`src/rtl/etx_arbiter.sv`:
```
// etx_arbiter: selects one of three transmit channels (rr/wr/rq) and
// holds the chosen transaction until the protocol stage acknowledges it.
module etx_arbiter #(
   parameter int RR_EN = 1
) (
   input  logic         tx_lclk_par,
   input  logic         nreset,
   input  logic         emwr_access,
   input  logic         emrq_access,
   input  logic         emrr_access,
   input  logic [102:0] emwr_packet,
   input  logic [102:0] emrq_packet,
   input  logic [102:0] emrr_packet,
   output logic         emwr_rd_en,
   output logic         emrq_rd_en,
   output logic         emrr_rd_en,
   output logic         etx_access,
   output logic         etx_write,
   output logic [1:0]   etx_datamode,
   output logic [3:0]   etx_ctrlmode,
   output logic [31:0]  etx_dstaddr,
   output logic [31:0]  etx_srcaddr,
   output logic [31:0]  etx_data,
   input  logic         etx_ack,
   input  logic         etx_rd_wait,
   input  logic         etx_wr_wait
);

   typedef enum logic {
      IDLE = 1'b0,
      HOLD = 1'b1
   } state_t;

   localparam logic [1:0] CH_RR = 2'd0;
   localparam logic [1:0] CH_WR = 2'd1;
   localparam logic [1:0] CH_RQ = 2'd2;

   state_t         state_q;
   logic [1:0]     ptr_q;
   logic           access_q;
   logic [102:0]   pkt_q;

   logic [2:0]     elig;
   logic [2:0]     gnt;
   logic [1:0]     gnt_idx;
   logic [1:0]     first;
   logic           load;
   logic [102:0]   pkt_sel;

   // Channel eligibility; bit 0 = rr, bit 1 = wr, bit 2 = rq.
   always_comb begin
      elig[0] = emrr_access & ~etx_wr_wait;
      elig[1] = emwr_access & ~etx_wr_wait;
      elig[2] = emrq_access & ~etx_rd_wait;
   end

   // A new packet may be taken when idle or when the held one is acked.
   always_comb begin
      load = nreset & ((state_q == IDLE) | etx_ack);
   end

   // Grant search: round-robin starts after the last grant, else fixed.
   always_comb begin
      gnt = 3'b000;
      if (RR_EN != 0) begin
         first = (ptr_q == CH_RQ) ? CH_RR : ptr_q + 2'd1;
      end else begin
         first = CH_RR;
      end
      case (first)
         CH_WR: begin
            if (elig[1])      gnt = 3'b010;
            else if (elig[2]) gnt = 3'b100;
            else if (elig[0]) gnt = 3'b001;
         end
         CH_RQ: begin
            if (elig[2])      gnt = 3'b100;
            else if (elig[0]) gnt = 3'b001;
            else if (elig[1]) gnt = 3'b010;
         end
         default: begin
            if (elig[0])      gnt = 3'b001;
            else if (elig[1]) gnt = 3'b010;
            else if (elig[2]) gnt = 3'b100;
         end
      endcase
   end

   // Winning channel index and its packet.
   always_comb begin
      gnt_idx = CH_RR;
      if (gnt[1]) gnt_idx = CH_WR;
      if (gnt[2]) gnt_idx = CH_RQ;
      pkt_sel = ({103{gnt[0]}} & emrr_packet)
              | ({103{gnt[1]}} & emwr_packet)
              | ({103{gnt[2]}} & emrq_packet);
   end

   // FIFO pops only on an actual load; gated off while in reset.
   always_comb begin
      emrr_rd_en = load & gnt[0];
      emwr_rd_en = load & gnt[1];
      emrq_rd_en = load & gnt[2];
   end

   // Hold/idle state machine with registered transaction fields.
   always_ff @(posedge tx_lclk_par) begin
      if (!nreset) begin
         state_q  <= IDLE;
         access_q <= 1'b0;
         pkt_q    <= '0;
         ptr_q    <= CH_RQ;
      end else if (load) begin
         if (|gnt) begin
            state_q  <= HOLD;
            access_q <= 1'b1;
            pkt_q    <= pkt_sel;
            ptr_q    <= gnt_idx;
         end else begin
            state_q  <= IDLE;
            access_q <= 1'b0;
         end
      end
   end

   assign etx_access   = access_q;
   assign etx_write    = pkt_q[102];
   assign etx_datamode = pkt_q[101:100];
   assign etx_ctrlmode = pkt_q[99:96];
   assign etx_dstaddr  = pkt_q[95:64];
   assign etx_srcaddr  = pkt_q[63:32];
   assign etx_data     = pkt_q[31:0];

endmodule

```
`config.mk`:
```
export PLATFORM = sky130hd
export DESIGN_NAME = etx_arbiter
export DESIGN_NICKNAME = d
export VERILOG_FILES = /design/src/rtl/etx_arbiter.sv
export SDC_FILE = /design/constraint.sdc
export NUM_CORES = 1
export LEC_CHECK = 0
export BUFFER_PORTS_ARGS = -buffer_cell sky130_fd_sc_hd__buf_4
export CAP_MARGIN = 20
export CELL_PAD_IN_SITES_DETAIL_PLACEMENT = 0
export CELL_PAD_IN_SITES_GLOBAL_PLACEMENT = 1
export CORE_AREA = 2 2 167 169
export DETAILED_ROUTE_END_ITERATION = 16
export DIE_AREA = 0 0 169 171
export HOLD_SLACK_MARGIN = 0.15
export PLACE_DENSITY_LB_ADDON = 0.25
export SLEW_MARGIN = 0
export SYNTH_ARGS = -nofsm -noshare
export SYNTH_HDL_FRONTEND = slang
export SYNTH_SLANG_ARGS = --single-unit
```
`constraint.sdc`:
```
create_clock -name tx_lclk_par -period 3.1 [get_ports tx_lclk_par]
set_input_delay 0.155 -clock tx_lclk_par [delete_from_list [all_inputs] [get_ports tx_lclk_par]]
set_output_delay 0.155 -clock tx_lclk_par [all_outputs]
set_load 0.03 [all_outputs]
```
==> flow_metrics.env, run 1 <==
export IMPL_grt_pass1_wl_microns=46000
export IMPL_ys_seq_elements=106
export IMPL_yosysTopAreaCellShare_pct=39.1
export IMPL_cp_endpoint="pkt_q[93]$_SDFFE_PN0P_"
export IMPL_startpoint="ptr_q[1]$_SDFFE_PN1P_"
export IMPL_drt_vias_per_instance=5.12
export IMPL_fin_skew_ps=8.14
export IMPL_finalHoldViolations=0
export IMPL_fin_nets=1546
export IMPL_first_pass_iters=5
export IMPL_cts_buffers_inserted=9
export IMPL_grt_total_usage_pct=20.1
export IMPL_peakVddDrop_mv=0.204
export IMPL_critPathLaunchType="flop"
export IMPL_min_path_type="input pin to flop"
export IMPL_clock_sinks=106
export IMPL_p_leak_nw=4.88
export IMPL_yosysSeqAreaShare_pct=39.1
export IMPL_reg2reg_depth=7
export IMPL_fmax_mhz=346
export IMPL_initial_core_util_pct=19.9
export IMPL_ctsLongestPathBuffers=2
export IMPL_drt_total_wl_microns=30800
export IMPL_cp_end_kind="flop"
export IMPL_clock_latency_ps=360
export IMPL_ant_nets=0
export IMPL_crit_fanout=42
export IMPL_r2r_start="ptr_q[1]$_SDFFE_PN1P_"
export IMPL_synthArstFlopShare_pct=0
export IMPL_p_total_mw=4.49
export IMPL_synth_cell_types=27
export IMPL_rsz0062_at_grt="no"
export IMPL_synth_top_cell_by_area="dfxtp_1"
export IMPL_setup_violations=0
export IMPL_drive_gt1_share_pct=37.7
export IMPL_cts_tree="done"
export IMPL_p_per_area_nw_per_um2=388
export IMPL_crit_required_ps=3400
export IMPL_htree_levels=3
export IMPL_wl_per_cell_microns=19.5
export IMPL_dp_final_hpwl_microns=19200
export IMPL_placed_cells=1335
export IMPL_r2r_end="pkt_q[93]$_SDFFE_PN0P_"
export IMPL_fillers=2776
export IMPL_synth_area_leaders="dfxtp_1 (39%), a32oi_1 (17%), a31oi_1 (6.6%), o211ai_1 (6.5%), nand4_1 (5.4%)"
export IMPL_tns_ps=0
export IMPL_syn_area_per_cell_sq_um=8.41
export IMPL_final_common_cell="buf_4"
export IMPL_cpPeakStageDelay_ps=610
export IMPL_antenna_found_initial=1
export IMPL_drcViolationCount=0
export IMPL_rrSetupSlack_ps=210
export IMPL_drv_cap=0
export IMPL_crit_arrival_ps=3190
export IMPL_grt_max_degree=106
export IMPL_die_w_microns=169
export IMPL_grt_pass1_vias=8339
export IMPL_dieArea_sq_um=28900
export IMPL_core_sq_um=27300
export IMPL_die_y_microns=171
export IMPL_worst_pin_slew_ps=755
export IMPL_synthesis_nets=962
export IMPL_grt_overflow_total=0
export IMPL_post_cts_buffers=0
export IMPL_drt_iter0_markers=383
export IMPL_worstSetupPathType="flop to flop"
export IMPL_final_cell_mix="buf_4 (430), dlygate4sd3_1 (229), dfxtp_1 (106), a32oi_1 (104)"
export IMPL_finalNonFillerCells=1581
export IMPL_crit_top_cell="dlygate4sd3_1"
export IMPL_synthCells=645
export IMPL_area_growth_pct=113
export IMPL_drv_slew=0
export IMPL_clkTransAtPathRegs_ps=80
export IMPL_fin_crit_sh_pct=93.2
export IMPL_vias=8087
export IMPL_final_util_pct=42.3
export IMPL_synth_top_flop_cell="dfxtp_1"
export IMPL_path_cells="nor2_1 -> a221oi_4 -> buf_6 -> a32oi_1 -> dlygate4sd3_1 -> a21oi_1 -> dlygate4sd3_1"
export IMPL_cpMaxStageDelayCell="dlygate4sd3_1"
export IMPL_synth_edff_count=0
export IMPL_timing_final_crit_period_ps=2890
export IMPL_row_count=61
export IMPL_syn_area_sq_um=5420
export IMPL_maxSlewHeadroom_pct=49.4
export IMPL_yosys_warnings=0
export IMPL_status="completed"
export IMPL_root_buffer="clkbuf_16"
export IMPL_ios=424
export IMPL_port_buffers=423
export IMPL_gp_congestion=0.715
## cells in the mapped netlist (3+ instances only)
library cell,count
nor2_1,4
buf_1,12
buf_2,9
a32oi_1,104
a21oi_1,57
dfxtp_1,106
o211ai_1,47
nand3_1,47
clkbuf_1,69
buf_4,6
a31oi_1,57
nand2b_1,3
nand4_1,47
o21ai_0,57
nand2_1,3
nor2b_1,6
## cell families after synthesis
group,count (synthesis),synth area share (%)
AO/OA/AOI/OAI,330,42.0
AND/OR/NAND/NOR,112,11.5
flip-flops,106,39.1
buffers and inverters,97,7.34
## sequential cells by signal, indices dropped and copies added, names as in the netlist
signal      cells
pkt_q         103
etx_access      1
ptr_q           2
## critical path: cells and delay by family, from the launching register on
family                 cells  cell delay, ps
buffers and inverters      3            1580
flip-flops                 1             480
AO/OA/AOI/OAI              3             640
AND/OR/NAND/NOR            1             130
## cell type report
cell class                 instances  area (sq um)  share of cell area (%)
timing repair buffer             669          5710                    49.5
multi-input combinational        442          2970                    25.7
sequential                       106          2120                    18.4
tap                              346           433                    3.75
clock buffer                       9           225                    1.95
clock inverter                     7          75.1                   0.650
inverter                           1          3.75                  0.0325
antenna                            1          2.50                  0.0217
## where the power goes
part           total, mW  internal (mW)  switching [mW]  leakage, nW
logic               1.68          0.835           0.846         3.86
clock network       1.25          0.638           0.611        0.151
registers           1.56           1.49          0.0692        0.875
total               4.49           2.96            1.53         4.88
## metrics by stage
stage	area, sq um	worst slack, ps	hold WS, ps
floorplan	5420	1250	320
global placement	8950	1200	405
detailed placement	8950	1190	415
CTS	11500	154	153
global route	11500	71.0	172
finish	11500	212	166
## what timing repair did
action / CTS / global route
hold endpoints to repair: 103 / 0
resized for setup: 0 / 1
endpoints found under the setup margin: 0 / 7
hold buffers: 229 / 0
## routing by layer
| layer | vias up | global-route usage [%] | wire, microns |
|---|---|---|---|
| li1 | 3816 | - | - |
| met1 | 3879 | 24.3 | 12700 |
| met2 | 360 | 35.4 | 15200 |
| met3 | 32 | 4.88 | 2310 |
| met4 | 0 | 5.80 | 591 |
| met5 | - | 0 | 0 |
## worst min-delay path by stage
stage,to,cells after the start,from
global placement,pkt_q[1]$_SDFFE_PN0P_,3,emwr_packet[1]
detailed placement,pkt_q[4]$_SDFFE_PN0P_,3,emwr_packet[4]
finish,pkt_q[82]$_SDFFE_PN0P_,3,emwr_packet[82]
floorplan,pkt_q[102]$_SDFFE_PN0P_,2,emwr_packet[102]
global route,pkt_q[82]$_SDFFE_PN0P_,3,emwr_packet[82]
CTS,pkt_q[82]$_SDFFE_PN0P_,3,emwr_packet[82]
Power figures use the tool's default switching activity.
==> inputs of run 2 (changes only) <==
--- a/config.mk
+++ b/config.mk
@@ -5,13 +5,14 @@
 export SDC_FILE = /design/constraint.sdc
 export NUM_CORES = 1
 export LEC_CHECK = 0
+export ABC_AREA = 1
 export BUFFER_PORTS_ARGS = -buffer_cell sky130_fd_sc_hd__buf_4
 export CAP_MARGIN = 20
 export CELL_PAD_IN_SITES_DETAIL_PLACEMENT = 0
 export CELL_PAD_IN_SITES_GLOBAL_PLACEMENT = 1
-export CORE_AREA = 2 2 167 169
+export CORE_AREA = 2 2 163 165
 export DETAILED_ROUTE_END_ITERATION = 16
-export DIE_AREA = 0 0 169 171
+export DIE_AREA = 0 0 165 167
 export HOLD_SLACK_MARGIN = 0.15
 export PLACE_DENSITY_LB_ADDON = 0.25
 export SLEW_MARGIN = 0
==> flow_metrics.env, run 2 <==
export IMPL_ctsLongestPathBuffers=2
export IMPL_fin_crit_sh_pct=81.3
export IMPL_synth_edff_count=0
export IMPL_drt_vias_per_instance=4.15
export IMPL_placed_cells=1840
export IMPL_wl_per_cell_microns=13.3
export IMPL_placedInstanceArea_sq_um=9660
export IMPL_maxSlewHeadroom_pct=52.4
export IMPL_synth_commonest_cells="nand2_1 (527), nor2_1 (214), inv_1 (114), dfxtp_1 (106), nand3_1 (105)"
export IMPL_p_total_mw=4.33
export IMPL_row_count=59
export IMPL_synthesis_nets=1458
export IMPL_synth_top_flop_cell="dfxtp_1"
export IMPL_area_growth_pct=77.0
export IMPL_clock_sinks=106
export IMPL_critPathLaunchType="flop"
export IMPL_crit_arrival_ps=2820
export IMPL_final_cell_mix="nand2_1 (526), buf_4 (426), nor2_1 (213), dlygate4sd3_1 (119), inv_1 (114)"
export IMPL_regMostFlops="pkt_q"
export IMPL_crit_fanout=44
export IMPL_rsz0062_at_grt="no"
export IMPL_hold_start="emrq_packet[93]"
export IMPL_diodes=0
export IMPL_ant_nets=0
export IMPL_timing_final_crit_period_ps=2520
export IMPL_worstSetupPathType="flop to flop"
export IMPL_cts_resized=0
export IMPL_port_buffers=423
export IMPL_synth_most_common_cell="nand2_1"
export IMPL_cp_end_kind="flop"
export IMPL_drcViolationCount=0
export IMPL_synth_top_cell_by_area="dfxtp_1"
export IMPL_drt_iter0_markers=297
export IMPL_grt_total_usage_pct=18.3
export IMPL_synthArstFlopShare_pct=0
export IMPL_dieArea_sq_um=27600
export IMPL_grt_pass1_vias=7917
export IMPL_final_util_pct=43.3
export IMPL_htree_levels=3
export IMPL_tns_ps=0
export IMPL_crit_required_ps=3390
export IMPL_initial_core_util_pct=24.4
export IMPL_final_cell_area_sq_um=11100
export IMPL_first_pass_iters=4
export IMPL_finalHoldViolations=0
export IMPL_hold_depth=5
export IMPL_cts_tree="done"
export IMPL_antenna_found_initial=0
export IMPL_cts_buffers_inserted=9
export IMPL_finalNonFillerCells=1975
export IMPL_synth_area_leaders="dfxtp_1 (34%), nand2_1 (31%), nor2_1 (13%), nand3_1 (8.3%), inv_1 (6.8%)"
export IMPL_worst_pin_slew_ps=713
export IMPL_dp_final_hpwl_microns=18700
export IMPL_syn_area_per_cell_sq_um=5.52
export IMPL_ys_seq_elements=106
export IMPL_die_w_microns=165
export IMPL_crit_top_cell="nor2_1"
export IMPL_r2r_start="ptr_q[1]$_SDFFE_PN1P_"
export IMPL_p_leak_nw=6.20
export IMPL_path_cells="nor2_1 -> nand2_1 -> inv_1 -> nor2_4 -> buf_12 -> nand2_1 -> nand3_1 -> dlygate4sd3_1 -> nor2_1 -> nor2_1"
export IMPL_drive_gt1_share_pct=27.5
export IMPL_die_y_microns=167
export IMPL_peakVddDrop_mv=0.222
export IMPL_min_path_type="input pin to flop"
export IMPL_status="completed"
export IMPL_fillers=2803
export IMPL_grt_max_degree=110
export IMPL_synthCells=1141
export IMPL_rrSetupSlack_ps=580
export IMPL_cpPeakStageDelay_ps=580
export IMPL_clkTransAtPathRegs_ps=80
export IMPL_yosysSeqAreaShare_pct=33.7
export IMPL_reg2reg_depth=10
export IMPL_core_sq_um=25800
export IMPL_cpMaxStageDelayCell="nor2_4"
export IMPL_yosys_warnings=0
export IMPL_vias=8204
export IMPL_drv_cap=0
export IMPL_largest_reg_flops=103
export IMPL_clock_latency_ps=350
export IMPL_ios=424
export IMPL_fin_skew_ps=10.3
export IMPL_fmax_mhz=397
export IMPL_root_buffer="clkbuf_16"
export IMPL_drv_slew=0
export IMPL_p_per_area_nw_per_um2=389
export IMPL_gp_congestion=0.802
export IMPL_fin_nets=1952
export IMPL_drt_total_wl_microns=26400
export IMPL_grt_pass1_wl_microns=40000
export IMPL_yosysTopAreaCellShare_pct=33.7
export IMPL_syn_area_sq_um=6300
export IMPL_synth_cell_types=16
export IMPL_grt_overflow_total=0
export IMPL_r2r_end="pkt_q[3]$_SDFFE_PN0P_"
export IMPL_hold_path_end="pkt_q[93]$_SDFFE_PN0P_"
export IMPL_final_common_cell="nand2_1"
export IMPL_setup_violations=0
## run 2: layout make-up
type | count | area, sq um | area share [%]
clock buffer | 12 | 256 | 2.30
clock inverter | 4 | 33.8 | 0.303
timing repair buffer | 551 | 4510 | 40.5
sequential | 106 | 2120 | 19.0
multi-input combinational | 853 | 3380 | 30.3
inverter | 114 | 428 | 3.84
tap | 335 | 419 | 3.76
## run 2: power breakdown
group	switching, mW	total (mW)	internal (mW)
clock network	0.561	1.16	0.599
registers	0.0665	1.56	1.49
logic	0.860	1.62	0.755
## run 2: worst max path at each step
stage | start | endpoint | cells past startpoint | slack, ps
2_1_floorplan | etx_access$_SDFFE_PN0P_ | pkt_q[57]$_SDFFE_PN0P_ | 10 | 1640
3_3_place_gp | emwr_access | pkt_q[97]$_SDFFE_PN0P_ | 11 | 1070
3_5_place_dp | ptr_q[1]$_SDFFE_PN1P_ | pkt_q[55]$_SDFFE_PN0P_ | 9 | 1070
4_1_cts | ptr_q[1]$_SDFFE_PN1P_ | pkt_q[16]$_SDFFE_PN0P_ | 10 | 530
5_1_grt | ptr_q[1]$_SDFFE_PN1P_ | pkt_q[3]$_SDFFE_PN0P_ | 10 | 340
6_report | ptr_q[1]$_SDFFE_PN1P_ | pkt_q[3]$_SDFFE_PN0P_ | 10 | 580
## run 2: cell families (layout without fill, tap and decap cells)
group / after synthesis / after routing / share of synthesized area (%)
buf+inv: 182 / 681 / 13.1
simple gates: 849 / 849 / 52.9
flops: 106 / 106 / 33.7
compound gates: 4 / 4 / 0.318
## run 2: per-layer routing
| metal | wire [microns] | global-route usage (%) | vias up |
|---|---|---|---|
| met2 | 12900 | 32.7 | 274 |
| met1 | 10600 | 20.9 | 3541 |
| li1 | - | - | 4355 |
| met5 | 0 | 0 | - |
| met3 | 2200 | 5.06 | 34 |
| met4 | 594 | 5.41 | 0 |
## run 2: per-stage QoR
stage               worst slack [ps]  hold WS, ps
global route                     343          163
CTS                              531          150
finish                           579          158
detailed placement              1070          388
global placement                1070          385
floorplan                       1640          338
## run 2: timing repair
item                                   CTS  global route
hold buffers                           119             0
setup endpoints to repair                0             0
endpoints found under the hold margin   72             0
setup buffers                            0             0
## run 2: critical path: cells and delay by family (launching register included)
family	cells	cell delay (ps)
simple gates	7	1120
flops	1	350
buf+inv	3	960
==> inputs of run 3 (changes only) <==
--- a/config.mk
+++ b/config.mk
@@ -10,9 +10,9 @@
 export CAP_MARGIN = 20
 export CELL_PAD_IN_SITES_DETAIL_PLACEMENT = 0
 export CELL_PAD_IN_SITES_GLOBAL_PLACEMENT = 1
-export CORE_AREA = 2 2 163 165
+export CORE_AREA = 2 2 164 166
 export DETAILED_ROUTE_END_ITERATION = 16
-export DIE_AREA = 0 0 165 167
+export DIE_AREA = 0 0 166 168
 export HOLD_SLACK_MARGIN = 0.15
 export PLACE_DENSITY_LB_ADDON = 0.25
 export SLEW_MARGIN = 0
==> constraint.sdc (replaced) <==
create_clock -name tx_lclk_par -period 2.4 [get_ports tx_lclk_par]
set_input_delay 0.12 -clock tx_lclk_par [delete_from_list [all_inputs] [get_ports tx_lclk_par]]
set_output_delay 0.12 -clock tx_lclk_par [all_outputs]
set_load 0.03 [all_outputs]
==> flow_metrics.env, run 3 (synthesis gave the netlist of run 2 again) <==
export IMPL_status="completed"
export IMPL_row_count=60
export IMPL_peakVddDrop_mv=0.258
export IMPL_cts_tree="done"
export IMPL_initial_core_util_pct=23.9
export IMPL_switching_share_pct=31.6
export IMPL_fillers=2825
export IMPL_grt_max_degree=108
export IMPL_finalHoldViolations=0
export IMPL_crit_required_ps=2680
export IMPL_crit_top_cell="nor2_1"
export IMPL_finalNonFillerCells=2040
export IMPL_critical_path_buf_inv_count=3
export IMPL_crit_arrival_ps=2560
export IMPL_min_path_type="input pin to flop"
export IMPL_antenna_found_initial=1
export IMPL_rsz0062_at_grt="no"
export IMPL_startpoint="ptr_q[1]$_SDFFE_PN1P_"
export IMPL_p_sw_mw=1.89
export IMPL_ctsLongestPathBuffers=2
export IMPL_core_sq_um=26400
export IMPL_top_usage_layer="met2"
export IMPL_timing_final_crit_period_ps=2270
export IMPL_vias=8533
export IMPL_worstSetupPathType="flop to flop"
export IMPL_drive_gt1_share_pct=26.5
export IMPL_final_cell_mix="nand2_1 (526), buf_4 (424), nor2_1 (213), dlygate4sd3_1 (179), inv_1 (114)"
export IMPL_setup_violations=0
export IMPL_power_frac_comb_pct=37.0
export IMPL_drt_vias_per_instance=4.18
export IMPL_grt_pass1_wl_microns=40800
export IMPL_htree_levels=3
export IMPL_use_met2_pct=32.9
export IMPL_maxSlewHeadroom_pct=61.5
export IMPL_clkTransAtPathRegs_ps=70
export IMPL_cpPeakStageDelay_ps=560
export IMPL_path_cells="nor2_1 -> nand2_1 -> inv_1 -> nor2_4 -> buf_12 -> nand2_1 -> nand3_1 -> dlygate4sd3_1 -> nor2_1 -> nor2_1"
export IMPL_grt_pass1_vias=8364
export IMPL_drv_slew=0
export IMPL_worst_pin_slew_ps=577
export IMPL_dieArea_sq_um=27900
export IMPL_drcViolationCount=0
export IMPL_critPathLaunchType="flop"
export IMPL_fin_skew_ps=10.2
export IMPL_seq_area_sq_um=2120
export IMPL_ios=424
export IMPL_wl_per_cell_microns=12.7
export IMPL_fin_crit_sh_pct=94.7
export IMPL_area_growth_pct=87.9
export IMPL_crit_fanout=72
export IMPL_r2r_start="ptr_q[1]$_SDFFE_PN1P_"
export IMPL_fin_nets=2012
export IMPL_port_buffers=423
export IMPL_gp_congestion=0.795
export IMPL_die_w_microns=166
export IMPL_largest_reg_flops=103
export IMPL_dp_final_hpwl_microns=18400
export IMPL_regMostFlops="pkt_q"
export IMPL_crit_family="buffers and inverters"
export IMPL_p_per_area_nw_per_um2=504
export IMPL_fmax_mhz=440
export IMPL_diodes=0
export IMPL_grt_overflow_total=0
export IMPL_hold_start="emwr_packet[67]"
export IMPL_use_met1_pct=19.9
export IMPL_internal_power_mw=4.08
export IMPL_placed_cells=1846
export IMPL_final_common_cell="nand2_1"
export IMPL_clock_sinks=106
export IMPL_ant_nets=0
export IMPL_use_met3_pct=4.49
export IMPL_die_y_microns=168
export IMPL_clock_power_share_pct=29.2
export IMPL_p_leak_nw=6.54
export IMPL_cts_buffers_inserted=9
export IMPL_sequentialPowerShare_pct=33.8
export IMPL_cpMaxStageDelayCell="dlygate4sd3_1"
export IMPL_cp_end_kind="flop"
export IMPL_multiInputGateArea_sq_um=3380
export IMPL_grt_total_usage_pct=17.8
export IMPL_root_buffer="clkbuf_16"
export IMPL_drv_cap=0
export IMPL_drt_iter0_markers=284
export IMPL_tns_ps=0
export IMPL_drt_total_wl_microns=25900
export IMPL_clock_latency_ps=350
export IMPL_first_pass_iters=4
## run 3: worst reg2reg max path: stages (launching register included)
cell	delay, ps
dfxtp_1	350
nor2_1	60
nand2_1	150
inv_1	110
nor2_4	150
buf_12	260
nand2_1	310
nand3_1	120
dlygate4sd3_1	560
nor2_1	50
nor2_1	110
## run 3: metrics by stage
step	setup WS, ps	total power, mW	hold slack [ps]	cell area [sq um]	util (%)
after global placement	632	3.95	402	9680	36.8
after detailed placement	615	3.95	421	9680	36.8
final	127	5.97	157	11800	44.9
after global routing	13.6	6.34	163	11800	44.9
after CTS	130	6.08	150	11800	44.9
after floorplan	936	3.09	303	6300	-
## run 3: final timing paths
| path | endpoint | slack [ps] | depth (start not counted) |
|---|---|---|---|
| worst max register to register | pkt_q[61]$_SDFFE_PN0P_ | 130 | 10 |
| worst max-delay path | pkt_q[61]$_SDFFE_PN0P_ | 130 | 10 |
| worst min-delay path | pkt_q[67]$_SDFFE_PN0P_ | 160 | 5 |
| worst min register to register | ptr_q[0]$_SDFFE_PN0P_ | 470 | 2 |
## run 3: layer usage
metal / vias to the layer above / routed length (microns)
met3: 37 / 1750
li1: 4476 / -
met2: 273 / 12800
met5: - / 16
met4: 2 / 671
met1: 3745 / 10600
## run 3: power groups by stage
stage | clock, mW | combinational, mW | sequential (mW)
5_1_grt | 1.87 | 2.43 | 2.04
6_report | 1.74 | 2.21 | 2.01
2_1_floorplan | 0 | 0.718 | 2.37
4_1_cts | 1.83 | 2.23 | 2.02
3_5_place_dp | 0 | 1.90 | 2.06
3_3_place_gp | 0 | 1.90 | 2.05
## run 3: area by class of cell
type / instances / area share (%)
multi-input cells: 853 / 28.5
inverters: 114 / 3.62
well taps: 341 / 3.61
repair buffers: 611 / 43.3
flip-flops and latches: 106 / 17.9
clock inverters: 4 / 0.835
clock buffers: 11 / 2.14
## run 3: timing repair
item,in CTS,in global routing
setup endpoints to repair,0,5
setup buffers,0,0
hold buffers,179,0
endpoints found under the hold margin,94,0
resized for setup,0,1
